[src/rtl/vga_native_regs.sv]
// vga_native_regs
//   Native-bus register block for a simple VGA framebuffer writer. The CPU
//   configures the block and pushes pixels into a small FIFO. The FIFO drains
//   into the framebuffer at an auto-incrementing pixel address.
//
//   Register map (word addresses):
//     0 CTRL      RW  [0] enable, [1] irq_en
//     1 STATUS    R/W1C [0] empty [1] full [2] overflow [3] vsync_pend [15:8] level
//     2 FB_ADDR   RW  [FB_ADDR_W-1:0]
//     3 FB_DATA   WO  push data2native[PIXEL_W-1:0]; reads 0
//     4 FRAME_CNT RO  vsync rising-edge count
//     5-15        read 0, writes ignored
//
//   Ports:
//     clk_i, arst_ni                  clock, async active-low reset
//     addr_write/write_en/data2native write channel (one-cycle strobe)
//     addr_read/read_en_sync          read channel (one-cycle strobe)
//     data2axil                       registered read data, held between reads
//     vsync_i                         vsync level, synchronous to clk_i
//     enable_o, irq_o                 CTRL[0], registered interrupt
//     fb_valid_o/fb_ready_i           pixel write handshake
//     fb_addr_o/fb_data_o             pixel address / FIFO head
//
//   Build option: define VGA_NATIVE_REGS_FRAME_CNT_EN to build the frame
//   counter. Without it, FRAME_CNT reads 0 and no counter is built.
module vga_native_regs #(
  parameter int FIFO_DEPTH = 8,
  parameter int PIXEL_W    = 12,
  parameter int FB_ADDR_W  = 19,
  parameter int FB_SIZE    = 307200
) (
  input  logic                 clk_i,
  input  logic                 arst_ni,
  input  logic [3:0]           addr_write,
  input  logic                 write_en,
  input  logic [31:0]          data2native,
  input  logic [3:0]           addr_read,
  input  logic                 read_en_sync,
  output logic [31:0]          data2axil,
  input  logic                 vsync_i,
  output logic                 enable_o,
  output logic                 irq_o,
  output logic                 fb_valid_o,
  input  logic                 fb_ready_i,
  output logic [FB_ADDR_W-1:0] fb_addr_o,
  output logic [PIXEL_W-1:0]   fb_data_o
);

  localparam int AW = $clog2(FIFO_DEPTH);

  // State
  logic [1:0]           ctrl_q,  ctrl_d;
  logic                 ovf_q,   ovf_d;
  logic                 vpend_q, vpend_d;
  logic [FB_ADDR_W-1:0] addr_q,  addr_d;
  logic [31:0]          rdata_q, rdata_d;
  logic                 irq_q;
  logic                 vsync_q;
  logic [AW:0]          wptr_q, rptr_q;   // extra MSB tells full from empty
  logic [PIXEL_W-1:0]   mem_q [FIFO_DEPTH];

  // Decode
  logic        wr_ctrl, wr_stat, wr_addr, push, pop, push_ok;
  logic        empty, full, vs_rise;
  logic [AW:0] level;
  logic [31:0] frame_cnt, rd_mux;

  assign wr_ctrl = write_en && (addr_write == 4'd0);
  assign wr_stat = write_en && (addr_write == 4'd1);
  assign wr_addr = write_en && (addr_write == 4'd2);
  assign push    = write_en && (addr_write == 4'd3);

  assign level   = wptr_q - rptr_q;
  assign empty   = (level == '0);
  assign full    = (level == (AW+1)'(FIFO_DEPTH));
  // A push into a full FIFO is dropped even if a pop frees a slot this cycle.
  assign push_ok = push && !full;
  assign pop     = fb_valid_o && fb_ready_i;
  assign vs_rise = vsync_i && !vsync_q;

  assign enable_o   = ctrl_q[0];
  assign irq_o      = irq_q;
  assign fb_valid_o = ctrl_q[0] && !empty;
  assign fb_addr_o  = addr_q;
  assign fb_data_o  = mem_q[rptr_q[AW-1:0]];
  assign data2axil  = rdata_q;

`ifdef VGA_NATIVE_REGS_FRAME_CNT_EN
  logic [31:0] frame_cnt_q;
  always_ff @(posedge clk_i or negedge arst_ni) begin
    if (!arst_ni)     frame_cnt_q <= '0;
    else if (vs_rise) frame_cnt_q <= frame_cnt_q + 32'd1;
  end
  assign frame_cnt = frame_cnt_q;
`else
  assign frame_cnt = '0;
`endif

  // Read mux sees only current register values, so a read never observes a
  // same-cycle write or event.
  always_comb begin
    rd_mux = '0;
    case (addr_read)
      4'd0: rd_mux = {30'd0, ctrl_q};
      4'd1: rd_mux = {16'd0, 8'(level), 4'd0, vpend_q, ovf_q, full, empty};
      4'd2: rd_mux = 32'(addr_q);
      4'd4: rd_mux = frame_cnt;
      default: rd_mux = '0;
    endcase
  end

  always_comb begin
    ctrl_d  = ctrl_q;
    ovf_d   = ovf_q;
    vpend_d = vpend_q;
    addr_d  = addr_q;
    rdata_d = read_en_sync ? rd_mux : rdata_q;
    if (wr_ctrl) ctrl_d = data2native[1:0];
    if (wr_stat && data2native[2]) ovf_d = 1'b0;
    if (push && full) ovf_d = 1'b1;
    if (wr_stat && data2native[3]) vpend_d = 1'b0;
    if (vs_rise) vpend_d = 1'b1;   // a new edge beats a same-cycle clear
    // CPU write to FB_ADDR beats the pop increment.
    if (wr_addr)
      addr_d = data2native[FB_ADDR_W-1:0];
    else if (pop)
      addr_d = (addr_q == FB_ADDR_W'(FB_SIZE-1)) ? '0 : addr_q + 1'b1;
  end

  always_ff @(posedge clk_i or negedge arst_ni) begin
    if (!arst_ni) begin
      ctrl_q  <= '0;
      ovf_q   <= 1'b0;
      vpend_q <= 1'b0;
      addr_q  <= '0;
      rdata_q <= '0;
      irq_q   <= 1'b0;
      vsync_q <= 1'b0;
      wptr_q  <= '0;
      rptr_q  <= '0;
    end else begin
      ctrl_q  <= ctrl_d;
      ovf_q   <= ovf_d;
      vpend_q <= vpend_d;
      addr_q  <= addr_d;
      rdata_q <= rdata_d;
      irq_q   <= vpend_d && ctrl_d[1];
      vsync_q <= vsync_i;
      if (push_ok) wptr_q <= wptr_q + 1'b1;
      if (pop)     rptr_q <= rptr_q + 1'b1;
    end
  end

  // Storage is cleared too so fb_data_o reads 0 out of reset.
  always_ff @(posedge clk_i or negedge arst_ni) begin
    if (!arst_ni) begin
      for (int i = 0; i < FIFO_DEPTH; i++) mem_q[i] <= '0;
    end else if (push_ok) begin
      mem_q[wptr_q[AW-1:0]] <= data2native[PIXEL_W-1:0];
    end
  end

  // Only the low bits of the write bus are architecturally meaningful.
  logic unused_wdata;
  assign unused_wdata = ^data2native;

endmodule

[config.mk]
export PLATFORM = sky130hd
export DESIGN_NAME = vga_native_regs
export DESIGN_NICKNAME = d
export VERILOG_FILES = /design/src/rtl/vga_native_regs.sv
export SDC_FILE = /design/constraint.sdc
export NUM_CORES = 1
export LEC_CHECK = 0
export ABC_AREA = 1
export CORE_MARGIN = 2
export CORE_UTILIZATION = 49
export DETAILED_ROUTE_END_ITERATION = 8
export HOLD_SLACK_MARGIN = 0.02
export PLACE_DENSITY_LB_ADDON = 0.25
export SYNTH_ARGS = -nofsm -noshare
export SYNTH_HDL_FRONTEND = slang
export SYNTH_SLANG_ARGS = --single-unit
[constraint.sdc]
create_clock -name clk_i -period 2.1 [get_ports clk_i]
set_input_delay 0.42 -clock clk_i [delete_from_list [all_inputs] [get_ports clk_i]]
set_output_delay 0.42 -clock clk_i [all_outputs]
set_load 0.03 [all_outputs]
==> reports/qor.log <==
[drt] remaining antenna violation count 0
[power] areal power density over the cells 1330 mW/mm²
[place] Routability Congestion 0.934
[sta] worst clock skew 0.0151 ns
[place] hpwl dp 13.5 mm
[floorplanning] height of the die 128 µm
[layout] area of the multi-input gates 0.00418 mm²
[sta] maximum operating frequency 380 MHz
[synth] share of synthesized area occupied by flip-flops and latches 0.489
[place] pre-CTS WS -0.139 ns
[layout] filler cell count 936
[layout] area taken by flip-flops and latches 0.00370 mm²
[layout] area added between synthesis and finish 53.2%
[sta] period utilisation layout 1.25
[clock_tree] root buffer cell clkbuf_16
[clock_tree] number of H-tree branching levels 4
[grt] number of global-route vias before repair 7,540
[clock_tree] maximum buffer depth of the clock tree 2
[clock_tree] CTS clock-pin slew for the worst setup and hold paths 0.07 ns
[setup_path] CP Capture Type flip-flop
[sta] worst slew margin relative to its limit 0.618
[synth] post-synthesis async set-or-reset flop share 1.00
[grt] Overflow after GRT 0
[sta] Final min period 2.63 ns
[floorplanning] total I/O pin count 112
[drt] drt wl/cell 22.4 µm
[synth] post-synthesis average cell area 7.85 µm²
[synth] cell area after synthesis 0.00757 mm²
[grt] initial antenna violation count 0
[setup_path] required time at the worst-slack endpoint 2.46 ns
[sta] number of failing setup endpoints in the final timing report 137
[place] Cells after DPL 1,243
[synth] distinct cell type count of the synthesized netlist 34
[floorplanning] die area 0.0165 mm²
[clock_tree] Num Clock Sinks 148
[sta] setup slack of the critical path after layout -0.529 ns
[setup_path] crit-path cells inv_2 -> ha_4 -> inv_4 -> fa_2 -> inv_2 -> nand2_2 -> nor2_4 -> buf_4 -> nand2_4 -> nand2_8 -> buf_6 -> buf_6 -> clkinv_8 -> nand2_8 -> buf_12 -> buf_16 -> o21ai_2
[layout] antenna diode instance count 0
[run] number of maximum-capacitance constraint violations 0
[grt] pin count of the biggest net entering global routing 51
[synth] Post-Syn Instances 965
[min_path] path class of the lowest-slack min-delay path primary input to flip-flop
[sta] final-report hold violation count 0
[synth] count of flip-flops with a built-in enable after synthesis 0
[clock_tree] TritonCTS buffer count 17
[sta] Worst-Margin Slew 0.573 ns
[synth] dominant synthesized flop cell dfrtp_1
[floorplanning] Site Rows 45
[setup_path] cell family with the largest share of critical-path delay buffers and inverters
[layout] number of nets in the layout 1,188
[setup_path] startpoint kind of the worst setup timing path flip-flop
[layout] non-filler instance count after layout 1,336
[floorplanning] die width 128 µm
[clock_tree] clock tree from TritonCTS built
[power] Pleak 5.43 nW
[grt] first-pass GRT wire length 41.1 mm
[floorplanning] initial core utilization 0.500
[sta] number of pins exceeding their max-slew limit in the final report 0
[sta] unrepaired setup endpoints after global routing yes
[drt] router iterations before antenna repair 7
[synth] Seq cells post-synth 148
[status] outcome finished with violations
[setup_path] buffers plus inverters on the worst setup path 9
[clock_tree] Skew-Pair Late Insertion Delay 0.44 ns
[layout] layout cell share with drive strength beyond 1 0.319
[place] Port Buffers 85
[setup_path] critical path data arrival time 2.99 ns
[power] largest voltage drop on the vdd net 0.835 mV
[setup_path] worst-path maximum fanout 6
[drt] via total after detailed routing 8,064
[drt] vias per cell 6.04
[drt] number of DRC violations after detailed-routing iteration 0 725
[setup_path] largest stage delay on the critical path 0.53 ns
[setup_path] critical-path cell with the highest stage delay fa_2
[grt] global-route total usage across every layer 0.330
[drt] sum of routed wire length over all layers 29.9 mm
[drt] detailed-route DRC error count 0
[status] failing checks setup timing
[setup_path] class of the most critical setup path flip-flop to flip-flop
[floorplanning] area of the core 0.0151 mm²
[synth] count of warnings emitted by yosys 0
## area by class of cell
class                      instances  area share
clock buffer                      20      0.0394
clock inverter                    12      0.0100
inverter                          59      0.0211
multi-input combinational        713       0.360
sequential                       148       0.319
tap                              188      0.0203
timing repair buffer             195       0.228
timing repair inverter             1     0.00140
## metal layers
metal / vias up / wire [µm] / share of wire / global-route usage
li1: 3475 / - / - / -
met1: 3834 / 10700 / 0.36 / 0.405
met2: 571 / 14400 / 0.48 / 0.548
met3: 184 / 2880 / 0.096 / 0.0684
met4: 0 / 1970 / 0.066 / 0.178
met5: - / 0 / 0 / 0
## flip-flops by register name, indices dropped and copies added (netlist names)
signal     cells
mem_q         96
data2axil     19
fb_addr_o     19
rptr_q         4
wptr_q         4
ctrl_q         2
irq_o          1
ovf_q          1
vpend_q        1
vsync_q        1
## synthesized netlist by cell type (all sizes together), types with 5 or more instances
cell	n	area share
dfrtp	148	0.49
nand3	25	0.018
buf	30	0.034
clkbuf	27	0.013
a21oi	5	0.0033
nor2	95	0.048
nand2	333	0.17
ha	6	0.0099
o31ai	7	0.0069
o22ai	26	0.021
inv	57	0.029
nand4	5	0.0041
o21ai	180	0.13
xor2	7	0.0081
## path summary, 6_finish.rpt
kind                            startpoint      endpoint  slack (ns)  cells past startpoint
min in group asynchronous          arst_ni     mem_q[73]        0.49                      2
worst min register to register   mem_q[46]     mem_q[46]        0.48                      2
max in group asynchronous          arst_ni  data2axil[9]        1.00                      3
worst min-delay path               vsync_i       vsync_q        0.47                      1
worst max register to register   wptr_q[0]     mem_q[28]       -0.53                     17
worst max-delay path             wptr_q[0]     mem_q[28]       -0.53                     17
## through the flow
stage | setup TNS (ns) | hold WS [ns] | cell area (µm²) | total power [W] | util
5_1_grt | -65.64 | 0.462 | 11600 | 0.0160 | 0.766
2_1_floorplan | -1.94 | 0.124 | 7660 | 0.00745 | -
3_5_place_dp | -4.02 | 0.380 | 8890 | 0.00936 | 0.587
3_3_place_gp | -0.873 | 0.384 | 8890 | 0.00927 | 0.587
4_1_cts | -36.30 | 0.466 | 11100 | 0.0140 | 0.733
6_report | -54.97 | 0.470 | 11600 | 0.0154 | 0.766
## report_power, final
| part | switching (W) | internal, W | leakage [nW] |
|---|---|---|---|
| clock network | 0.00134 | 0.00171 | 0.279 |
| registers | 0.000814 | 0.00354 | 2.00 |
| logic | 0.00458 | 0.00339 | 3.16 |
| total | 0.00673 | 0.00864 | 5.43 |
## cell families after synthesis
logic type      after synthesis  synth area share
other cells                   1          0.000495
xor+xnor                     10            0.0116
fa+ha+maj                     7            0.0126
flops                       148             0.489
buf+inv                     116            0.0775
simple gates                464             0.248
compound gates              219             0.161
## placed cells by master, fill, tap and decap left out, types with 2 or more instances in the layout
master / n
inv_1: 48
nand2_1: 237
o21ai_2: 69
inv_2: 5
o31ai_1: 7
buf_4: 35
dlymetal6s2s_1: 9
inv_6: 7
nand2_8: 10
nor2_2: 11
conb_1: 13
buf_8: 4
a21oi_1: 4
o22ai_2: 8
nand3_2: 2
xnor2_1: 3
buf_12: 26
clkinv_2: 2
nand2_4: 28
clkbuf_16: 22
o21ai_0: 35
nor2_4: 4
nand4_1: 5
nand2_2: 58
ha_1: 5
o22ai_1: 18
nor2_1: 80
buf_6: 32
clkinv_1: 2
clkinvlp_4: 3
clkbuf_8: 2
clkdlybuf4s50_1: 62
buf_16: 21
xor2_1: 6
dfrtp_1: 148
o21ai_4: 6
nand3_1: 22
o21ai_1: 70
nor3_1: 3
## timing repair
item                                    CTS  global route
buffers inserted                         28            11
gates cloned                             26             6
hold buffers                              1             0
hold endpoints to repair                 41             0
endpoints found under the setup margin  128           149
pin swaps                                15            42
resized for setup                       262           137
Note: power is estimated with default switching activity, not from simulation.
